## config.mk

```make
export PLATFORM = sky130hd
export DESIGN_NAME = reaction_match_game
export DESIGN_NICKNAME = d
export VERILOG_FILES = /design/src/rtl/reaction_match_game.sv
export SDC_FILE = /design/constraint.sdc
export NUM_CORES = 1
export LEC_CHECK = 0
export BUFFER_PORTS_ARGS = -buffer_cell sky130_fd_sc_hd__buf_2
export CAP_MARGIN = 20
export CORE_MARGIN = 2
export CORE_UTILIZATION = 30
export DETAILED_ROUTE_END_ITERATION = 7
export PLACE_DENSITY_LB_ADDON = 0.05
export SYNTH_ARGS = -nofsm -noshare
export SYNTH_HDL_FRONTEND = slang
export SYNTH_SLANG_ARGS = --single-unit
```

## constraint.sdc

```tcl
create_clock -name clk -period 3.5 [get_ports clk]
set_clock_uncertainty 0.15 [all_clocks]
set_input_delay 0.7 -clock clk [delete_from_list [all_inputs] [get_ports clk]]
set_output_delay 0.7 -clock clk [all_outputs]
set_load 0.02 [all_outputs]
```

## src/rtl/reaction_match_game.sv

```systemverilog
// Reaction game: two digits cycle on each tick, and players race to press while they match.
// Wrong-press lockout is compiled in only when RMG_LOCKOUT_EN is defined.
module reaction_match_game #(
  parameter int NUM_PLAYERS   = 2,
  parameter int DIGIT_W       = 4,
  parameter int DIGIT_MAX     = 9,
  parameter int SCORE_W       = 4,
  parameter int POINTS_TO_WIN = 3,
  parameter int RESULT_TICKS  = 4
) (
  input  logic                           clk,
  input  logic                           rst,
  input  logic                           en,
  input  logic                           tick,
  input  logic                           start,
  input  logic [NUM_PLAYERS-1:0]         btn_n,
  output logic [DIGIT_W-1:0]             digit_a,
  output logic [DIGIT_W-1:0]             digit_b,
  output logic                           match,
  output logic [NUM_PLAYERS-1:0]         round_winner,
  output logic [NUM_PLAYERS*SCORE_W-1:0] score,
  output logic [NUM_PLAYERS-1:0]         lockout,
  output logic                           game_over,
  output logic [NUM_PLAYERS-1:0]         champion,
  output logic [1:0]                     state
);

  localparam int IDX_W = $clog2(NUM_PLAYERS);
  localparam int CNT_W = (RESULT_TICKS > 1) ? $clog2(RESULT_TICKS) : 1;
  localparam logic [DIGIT_W:0]   MODULUS   = (DIGIT_W+1)'(DIGIT_MAX + 1);
  localparam logic [SCORE_W-1:0] SCORE_MAX = {SCORE_W{1'b1}};
  localparam logic [SCORE_W-1:0] WIN_SCORE = SCORE_W'(POINTS_TO_WIN);
  localparam logic [CNT_W-1:0]   CNT_LAST  = CNT_W'(RESULT_TICKS - 1);

  typedef enum logic [1:0] {
    ST_IDLE   = 2'd0,
    ST_RUN    = 2'd1,
    ST_RESULT = 2'd2,
    ST_DONE   = 2'd3
  } state_t;

  state_t                 state_reg, state_next;
  logic [DIGIT_W-1:0]     digit_a_reg, digit_a_next, digit_b_reg, digit_b_next;
  logic [DIGIT_W-1:0]     inc_a_reg, inc_a_next, inc_b_reg, inc_b_next;
  logic [SCORE_W-1:0]     score_reg  [NUM_PLAYERS];
  logic [SCORE_W-1:0]     score_next [NUM_PLAYERS];
  logic [NUM_PLAYERS-1:0] round_winner_reg, round_winner_next;
  logic [NUM_PLAYERS-1:0] lockout_reg, lockout_next;
  logic [NUM_PLAYERS-1:0] champion_reg, champion_next;
  logic [NUM_PLAYERS-1:0] btn_hist_reg;
  logic                   game_over_reg, game_over_next;
  logic [CNT_W-1:0]       res_cnt_reg, res_cnt_next;

  logic [NUM_PLAYERS-1:0] press, eligible, win_flag;
  logic                   sel_valid, any_win;
  logic [IDX_W-1:0]       sel_idx, champ_idx;

  function automatic logic [DIGIT_W-1:0] mod_add(input logic [DIGIT_W-1:0] x,
                                                 input logic [DIGIT_W-1:0] y);
    logic [DIGIT_W:0] sum;
    sum = {1'b0, x} + {1'b0, y};
    if (sum >= MODULUS) sum = sum - MODULUS;
    return sum[DIGIT_W-1:0];
  endfunction

  // A press is a 1->0 transition against the previous sample.
  assign press    = btn_hist_reg & ~btn_n;
  assign eligible = press & ~lockout_reg;
  assign match    = (digit_a_reg == digit_b_reg);

  generate
    for (genvar gi = 0; gi < NUM_PLAYERS; gi++) begin : g_player
      assign win_flag[gi]                   = (score_reg[gi] >= WIN_SCORE);
      assign score[gi*SCORE_W +: SCORE_W]   = score_reg[gi];
    end
  endgenerate
  assign any_win = |win_flag;

  // Lowest-index eligible presser wins arbitration; strict > keeps lowest index on score ties.
  always_comb begin
    sel_valid = 1'b0;
    sel_idx   = '0;
    for (int i = NUM_PLAYERS - 1; i >= 0; i--) begin
      if (eligible[i]) begin
        sel_valid = 1'b1;
        sel_idx   = IDX_W'(i);
      end
    end
    champ_idx = '0;
    for (int i = 1; i < NUM_PLAYERS; i++) begin
      if (score_reg[i] > score_reg[champ_idx]) champ_idx = IDX_W'(i);
    end
  end

  always_comb begin
    state_next        = state_reg;
    digit_a_next      = digit_a_reg;
    digit_b_next      = digit_b_reg;
    inc_a_next        = inc_a_reg;
    inc_b_next        = inc_b_reg;
    score_next        = score_reg;
    round_winner_next = round_winner_reg;
    lockout_next      = lockout_reg;
    champion_next     = champion_reg;
    game_over_next    = game_over_reg;
    res_cnt_next      = res_cnt_reg;

    case (state_reg)
      ST_IDLE: begin
        if (start) state_next = ST_RUN;
      end
      ST_RUN: begin
        if (tick) begin
          digit_a_next = mod_add(digit_a_reg, inc_a_reg);
          digit_b_next = mod_add(digit_b_reg, inc_b_reg);
          inc_a_next   = mod_add(inc_a_reg, DIGIT_W'(1));
          inc_b_next   = mod_add(inc_b_reg, DIGIT_W'(1));
        end
        if (sel_valid && match) begin
          if (score_reg[sel_idx] != SCORE_MAX) score_next[sel_idx] = score_reg[sel_idx] + 1'b1;
          round_winner_next          = '0;
          round_winner_next[sel_idx] = 1'b1;
          res_cnt_next               = '0;
          state_next                 = ST_RESULT;
        end
`ifdef RMG_LOCKOUT_EN
        else if (sel_valid) begin
          lockout_next[sel_idx] = 1'b1;
        end
        if (&lockout_reg) begin
          round_winner_next = '0;
          res_cnt_next      = '0;
          state_next        = ST_RESULT;
        end
`endif
      end
      ST_RESULT: begin
        if (tick) begin
          if (res_cnt_reg == CNT_LAST) begin
            res_cnt_next = '0;
            lockout_next = '0;
            if (any_win) begin
              state_next               = ST_DONE;
              game_over_next           = 1'b1;
              champion_next            = '0;
              champion_next[champ_idx] = 1'b1;
            end else begin
              state_next = ST_RUN;
            end
          end else begin
            res_cnt_next = res_cnt_reg + 1'b1;
          end
        end
      end
      ST_DONE: begin
        if (start) begin
          for (int i = 0; i < NUM_PLAYERS; i++) score_next[i] = '0;
          round_winner_next = '0;
          champion_next     = '0;
          game_over_next    = 1'b0;
          state_next        = ST_RUN;
        end
      end
      default: state_next = ST_IDLE;
    endcase

`ifdef RMG_LOCKOUT_EN
`else
    lockout_next = '0;
`endif
  end

  always_ff @(posedge clk) begin
    if (!rst || !en) begin
      state_reg        <= ST_IDLE;
      digit_a_reg      <= DIGIT_W'(2);
      digit_b_reg      <= DIGIT_W'(3);
      inc_a_reg        <= DIGIT_W'(2);
      inc_b_reg        <= DIGIT_W'(3);
      for (int i = 0; i < NUM_PLAYERS; i++) score_reg[i] <= '0;
      round_winner_reg <= '0;
      lockout_reg      <= '0;
      champion_reg     <= '0;
      game_over_reg    <= 1'b0;
      res_cnt_reg      <= '0;
      btn_hist_reg     <= '1;
    end else begin
      state_reg        <= state_next;
      digit_a_reg      <= digit_a_next;
      digit_b_reg      <= digit_b_next;
      inc_a_reg        <= inc_a_next;
      inc_b_reg        <= inc_b_next;
      score_reg        <= score_next;
      round_winner_reg <= round_winner_next;
      lockout_reg      <= lockout_next;
      champion_reg     <= champion_next;
      game_over_reg    <= game_over_next;
      res_cnt_reg      <= res_cnt_next;
      btn_hist_reg     <= btn_n;
    end
  end

  assign digit_a      = digit_a_reg;
  assign digit_b      = digit_b_reg;
  assign round_winner = round_winner_reg;
  assign lockout      = lockout_reg;
  assign game_over    = game_over_reg;
  assign champion     = champion_reg;
  assign state        = state_reg;

endmodule

```

# Yosys cells after proc, flatten, opt, wreduce, memory -nomap -nowiden
# Cells that the tools add are included.
# op_classes
order_cmp	13
n_eq_ne	13
n_mux	44
add_sub_neg	10
bitwise	3
n_reduce_logical	19
# op_table
operator	count
2-to-1 mux 4 bit	8
2-to-1 mux 2 bit	13
2-to-1 mux 8 bit	3
>= comparator 5 x 4 -> 1 bit (second input constant)	4
case mux 8 bit (2 select lines)	1
subtractor 4 bit (second input constant)	4
inequality test 2 bit (second input constant)	6
case mux 2 bit (2 select lines)	3
adder 4 x 1 -> 5 bit (second input constant)	2
adder 4 x 4 -> 5 bit	2
2-to-1 mux 1 bit	10
bitwise mux 8 bit	1
>= comparator 4 x 2 -> 1 bit (second input constant)	2
AND reduction 4 bit	2
equality test 2 bit (second input constant)	3
case mux 2 bit (3 select lines)	1
AND reduction 3 bit	2
nonzero test 2 bit	3
AND reduction 5 bit	1
adder 4 x 1 -> 4 bit (second input constant)	1
demux 4 bit (select 1 bit)	1
equality test 4 bit	1
greater-than comparator 4 bit	1
logical AND 1 bit	4
18 further kinds	23
# word_totals
elab_cells	114
output_inout_bits	26
input_bits	7
ff_bits	35

# Longest topological paths before layout
# depth
word_depth	13
depth_mapped	11
mapped_depth_nobuf	9

# Worst setup path before layout
# No wires, ideal clock.
# synth_timing
path_kind	input-to-reg
from	input port btn_n[0]
to	register score_reg (netlist bit score[6])
arrival_time_ns	2.458
n_path_buf	2
path_slack_ns	0.804
required_ns	3.263
cell_stages	11
setup_ns	0.087
path_cell_list	nand2b_2 > and2_1 > buf_6 > nand2_1 > o21ai_0 > ha_1 > nand4_1 > mux2i_1 > or3_1 > clkbuf_2 > o31ai_1
# synth_via
elab_chain_len	12
word_cells_on_any_way	23
cone_classes	add/sub: 1; order compare: 2; eq/ne: 3; mux: 11; bitwise: 3; reduce/logical: 3
# synth_rtl
item	line_no	source
start, declared	16	input logic [NUM_PLAYERS-1:0] btn_n,
NOT 2 bit *	67	assign press = btn_hist_reg & ~btn_n;
AND 2 bit *	67	
2-to-1 mux 1 bit	84	if (eligible[i]) begin
NOT 1 -> 2 bit (not written as such)	120	if (score_reg[sel_idx] != SCORE_MAX) score_next[sel_idx] = score_reg[sel_idx] + 1'b1;
2-to-1 mux 4 bit (not written as such) (tied with other cells)	120	
2-to-1 mux 4 bit (not written as such) / logical AND 1 bit (equally long branches)	120	
2-to-1 mux 4 bit (not written as such)	120	
adder 4 x 1 -> 4 bit / demux 4 bit (select 1 bit) (equally long branches)	120	
bitwise mux 8 bit	120	
2-to-1 mux 8 bit	120	
2-to-1 mux 8 bit	119	if (sel_valid && match) begin
case mux 8 bit (2 select lines)	108	case (state_reg)
end signal, assigned	193	score_reg <= score_next;
end, declared	45	logic [SCORE_W-1:0] score_reg [NUM_PLAYERS];
# Every way passes the cells marked *; elsewhere a longest branch is shown, timed or not. The select of a mux whose other input is x is not followed.
# A chain may end at the register's enable or synchronous reset.

# Final worst setup path
# layout_timing
from	input port btn_n[1]
to	register score_reg (netlist bit score[7])
# layout_via
elab_chain_len	13
word_cells_on_any_way	24
cone_classes	add/sub: 1; order compare: 2; eq/ne: 3; mux: 12; bitwise: 3; reduce/logical: 3
# layout_rtl
item	line_no
NOT 2 bit *	67
AND 2 bit *	67
2-to-1 mux 1 bit *	84
2-to-1 mux 1 bit	84
NOT 1 -> 2 bit (not written as such)	120
2-to-1 mux 4 bit (not written as such) (tied with other cells)	120
2-to-1 mux 4 bit (not written as such) / logical AND 1 bit (equally long branches)	120
2-to-1 mux 4 bit (not written as such)	120
adder 4 x 1 -> 4 bit / demux 4 bit (select 1 bit) (equally long branches)	120
bitwise mux 8 bit	120
2-to-1 mux 8 bit	120
2-to-1 mux 8 bit	119
case mux 8 bit (2 select lines)	108
# Marks and branches as above.

==> flow_metrics.py <==
metrics = {
    "status": {
        "outcome": "completed",
    },
    "detailed_routing": {
        "detail_route.drc_violations": 0,
        "drt_first_pass_iters": 4,
        "drt_iter0_markers": 111,
        "wl_met1_um": 3508,
        "vias": 2389,
        "routedWlPerCell_um": 14.78,
        "route.final.wire_length_um": 6590,
        "detailroute.wirelength.met3_um": 275,
        "top_layer": "met4",
        "postRouteAntennaNets": 0,
        "route.detailed.vias_per_inst": 5.357,
        "met2_length_um": 2715,
    },
    "logic_synthesis": {
        "ys_types": 57,
        "synth_top_flop_cell": "dfxtp_1",
        "synth_edf_count": 0,
        "yosys.area.top_type_share_pct": 26.95,
        "ys_async_sr_fraction_pct": 0,
        "ys_seq_elements": 35,
        "synth.yosys.seq_area_share_pct": 26.95,
        "post_synth_top_area_cell": "dfxtp_1",
        "leading_post_synthesis_cells_by_cell_area": "dfxtp_1, ha_1, a21oi_1",
        "post_synthesis_average_cell_area_um2": 8.254,
        "postSynthCellCount": 315,
        "yosysWarningCount": 0,
        "netlist_area_um2": 2600,
    },
    "run": {
        "maxCapViolations": 0,
    },
    "layout": {
        "drive_above_1_share_pct": 14.66,
        "number_of_flip_flops_in_the_largest_register": 8,
        "final.fill_count": 880,
        "antenna_cells_inserted": 0,
        "areaGrowthSynthToFinish_pct": 13.09,
        "nets": 374,
    },
    "timing": {
        "final-hold-violation-count": 0,
        "timing.final.crit_share_pct": 79.66,
        "fmax_ghz": 0.3587,
        "setup_repair_after_global_routing_missed_its_margin": "no",
        "tns_ps": 0,
        "fin_worst_hold_slack_ps": 321.8,
        "report.final.slew_viol_count": 0,
        "timing.max_slew.rel_slack_pct": 36.40,
        "worstMarginPinSlew_ps": 954.0,
        "final.min_clock_period_ps": 2788,
        "timing.final.setup_violations": 0,
        "timing.final.ws_setup_ps": 711.9,
    },
    "cts": {
        "cts-root-buf": "clkbuf_8",
        "cts_sinks": 35,
        "ctsResizeCount": 0,
        "clkTransAtPathRegs_ps": 80,
        "tritoncts": "done",
        "post_cts_hold_buffer_count": 0,
        "level_count_of_the_clock_h_tree": 2,
        "clock_insertion_delay_worst_skew_ps": 290,
        "clockBufferDepth": 2,
        "cts.repair_timing.setup_buffer_count": 0,
        "total_cts_buffers": 5,
    },
    "worst_setup_path": {
        "setup.worst_path.end_class": "register",
        "crit_buf_inv": 1,
        "r2r_setup_slack_ps": 900,
        "reg2reg_from": "btn_hist_reg[1]",
        "critical_path_required_ps": 3550,
        "startpoint_type": "input port",
        "crit_path_max_fanout": 10,
        "worst-setup-path-type": "input port to register",
        "rr_worst_depth": 8,
        "timing.critical_path.max_delay_family": "simple AND/OR/NAND/NOR gates",
        "crit_path_cell_trace": "buf_2 -> nor2b_2 -> and2_1 -> o21ai_0 -> ha_1 -> nand4_1 -> mux2i_1 -> or3_1 -> o31ai_1",
        "arrival_ps": 2840,
        "worst_r2r_endpoint": "score[7]",
        "worst_path_largest_cell_delay_ps": 520,
        "crit_path_top_delay_cell": "or3_1",
    },
    "placed_design": {
        "hpwl_um": 5036,
        "dpl_worst_slack_ps": 462.4,
        "placement.io_buffers": 30,
        "gp_routability_congestion": 0.7656,
    },
    "floorplan": {
        "initial_utilization_pct": 31.33,
        "std_cell_rows": 33,
        "die-height_um": 97.10,
        "core-area_um2": 8299,
        "overall_die_area_um2": 9427,
        "floorplan.io_pins": 33,
        "die_x_um": 97.10,
    },
    "power": {
        "fin_total_pwr_w": 0.0008705,
        "leakagePower_nw": 1.207,
        "power.ir.vdd_worst_mv": 0.1080,
        "power-per-cell-area_nw_per_um2": 296.0,
    },
    "worst_hold_path": {
        "worst_hold_path.endpoint": "champion[0]",
        "hold_start": "champion[0]",
        "min_path_type": "register to register",
        "min_path_cells": 2,
    },
    "grt": {
        "pin_count_of_the_biggest_net_entering_global_routing": 20,
        "number_of_antenna_violations_at_the_first_check_in_global_routing": 0,
        "grt_remaining_overflow": 0,
        "grt_pass1_wl_um": 11220,
        "number_of_global_route_vias_before_repair": 2235,
        "grt_util_all_layers_pct": 14.37,
    },
}
-- worst max path at each step --
stage	startpoint	end	cells after the start
2_1_floorplan	btn_n[0]	score[6]	11
5_1_grt	btn_n[1]	score[5]	11
4_1_cts	btn_n[1]	score[7]	9
3_3_place_gp	btn_n[1]	score[7]	9
3_5_place_dp	btn_n[1]	score[7]	9
6_report	btn_n[1]	score[7]	9
-- cell usage after synthesis, drive strengths merged (6+ instances only) --
cell type / number
a211oi: 7
a21oi: 27
clkbuf: 12
dfxtp: 35
ha: 25
inv: 19
mux2i: 7
nand2: 26
nand2b: 9
nand3: 7
nand4: 7
nor2: 14
o21ai: 14
o311ai: 8
o31ai: 8
xnor2: 6
xor2: 7
-- cell families (layout without fill, tap and decap cells) --
logic type / after synthesis / after routing / synth area share [%]
other: 1 / 2 / 0.1442
multiplexers: 7 / 7 / 2.695
AO/OA/AOI/OAI: 107 / 107 / 28.06
AND/OR/NAND/NOR: 91 / 91 / 18.67
adder cells (fa/ha/maj): 27 / 27 / 13.57
flip-flops: 35 / 35 / 26.95
XOR/XNOR: 13 / 13 / 4.379
buffers and inverters: 34 / 59 / 5.534
-- power breakdown --
part           internal (W)  switching [W]
registers          0.000402     0.00000608
logic             0.0000341      0.0000593
clock network      0.000212       0.000157
-- cells in the final DEF, fill, tap and decap left out, types with 6 or more instances in the layout --
master,Yosys,routed
a21oi_1,27,27
inv_1,19,19
o31ai_1,8,8
xnor2_1,6,6
o311ai_0,8,8
xor2_1,7,7
nor2_1,14,14
nand2b_1,8,8
buf_2,0,30
mux2i_1,7,7
ha_1,25,25
nand3_1,7,7
o21ai_0,14,14
nand4_1,7,7
a211oi_1,7,7
nand2_1,25,25
dfxtp_1,35,35
-- stage by stage --
step | area [um^2] | std cells | util (%)
4_1_cts | 2940 | 446 | 35.43
5_1_grt | 2940 | 446 | 35.43
2_1_floorplan | 2604 | 316 | -
3_3_place_gp | 2828 | 438 | 34.07
6_report | 2940 | 446 | 35.43
3_5_place_dp | 2828 | 438 | 34.07
-- area by class of cell --
type | count | area (um^2) | area share [%]
multi-input combinational | 247 | 1759 | 59.83
timing repair buffer | 32 | 165.2 | 5.617
tap | 105 | 131.4 | 4.468
clock buffer | 5 | 68.82 | 2.340
inverter | 19 | 71.32 | 2.426
clock inverter | 3 | 43.79 | 1.489
sequential | 35 | 700.7 | 23.83
-- metal layers --
metal  global-route usage [%]  vias up
met5                        0        -
met4                    3.575        0
met3                    3.022        8
met2                    21.42       48
met1                    21.06     1102
li1                         -     1231
-- worst register-to-register path: cells and delay by family (launching register included) --
kind	cells	cell delay, ps
simple gates	4	1150
compound gates	2	450
flops	1	320
fa+ha+maj	1	270
mux	1	180
Power figures use the tool's default switching activity.
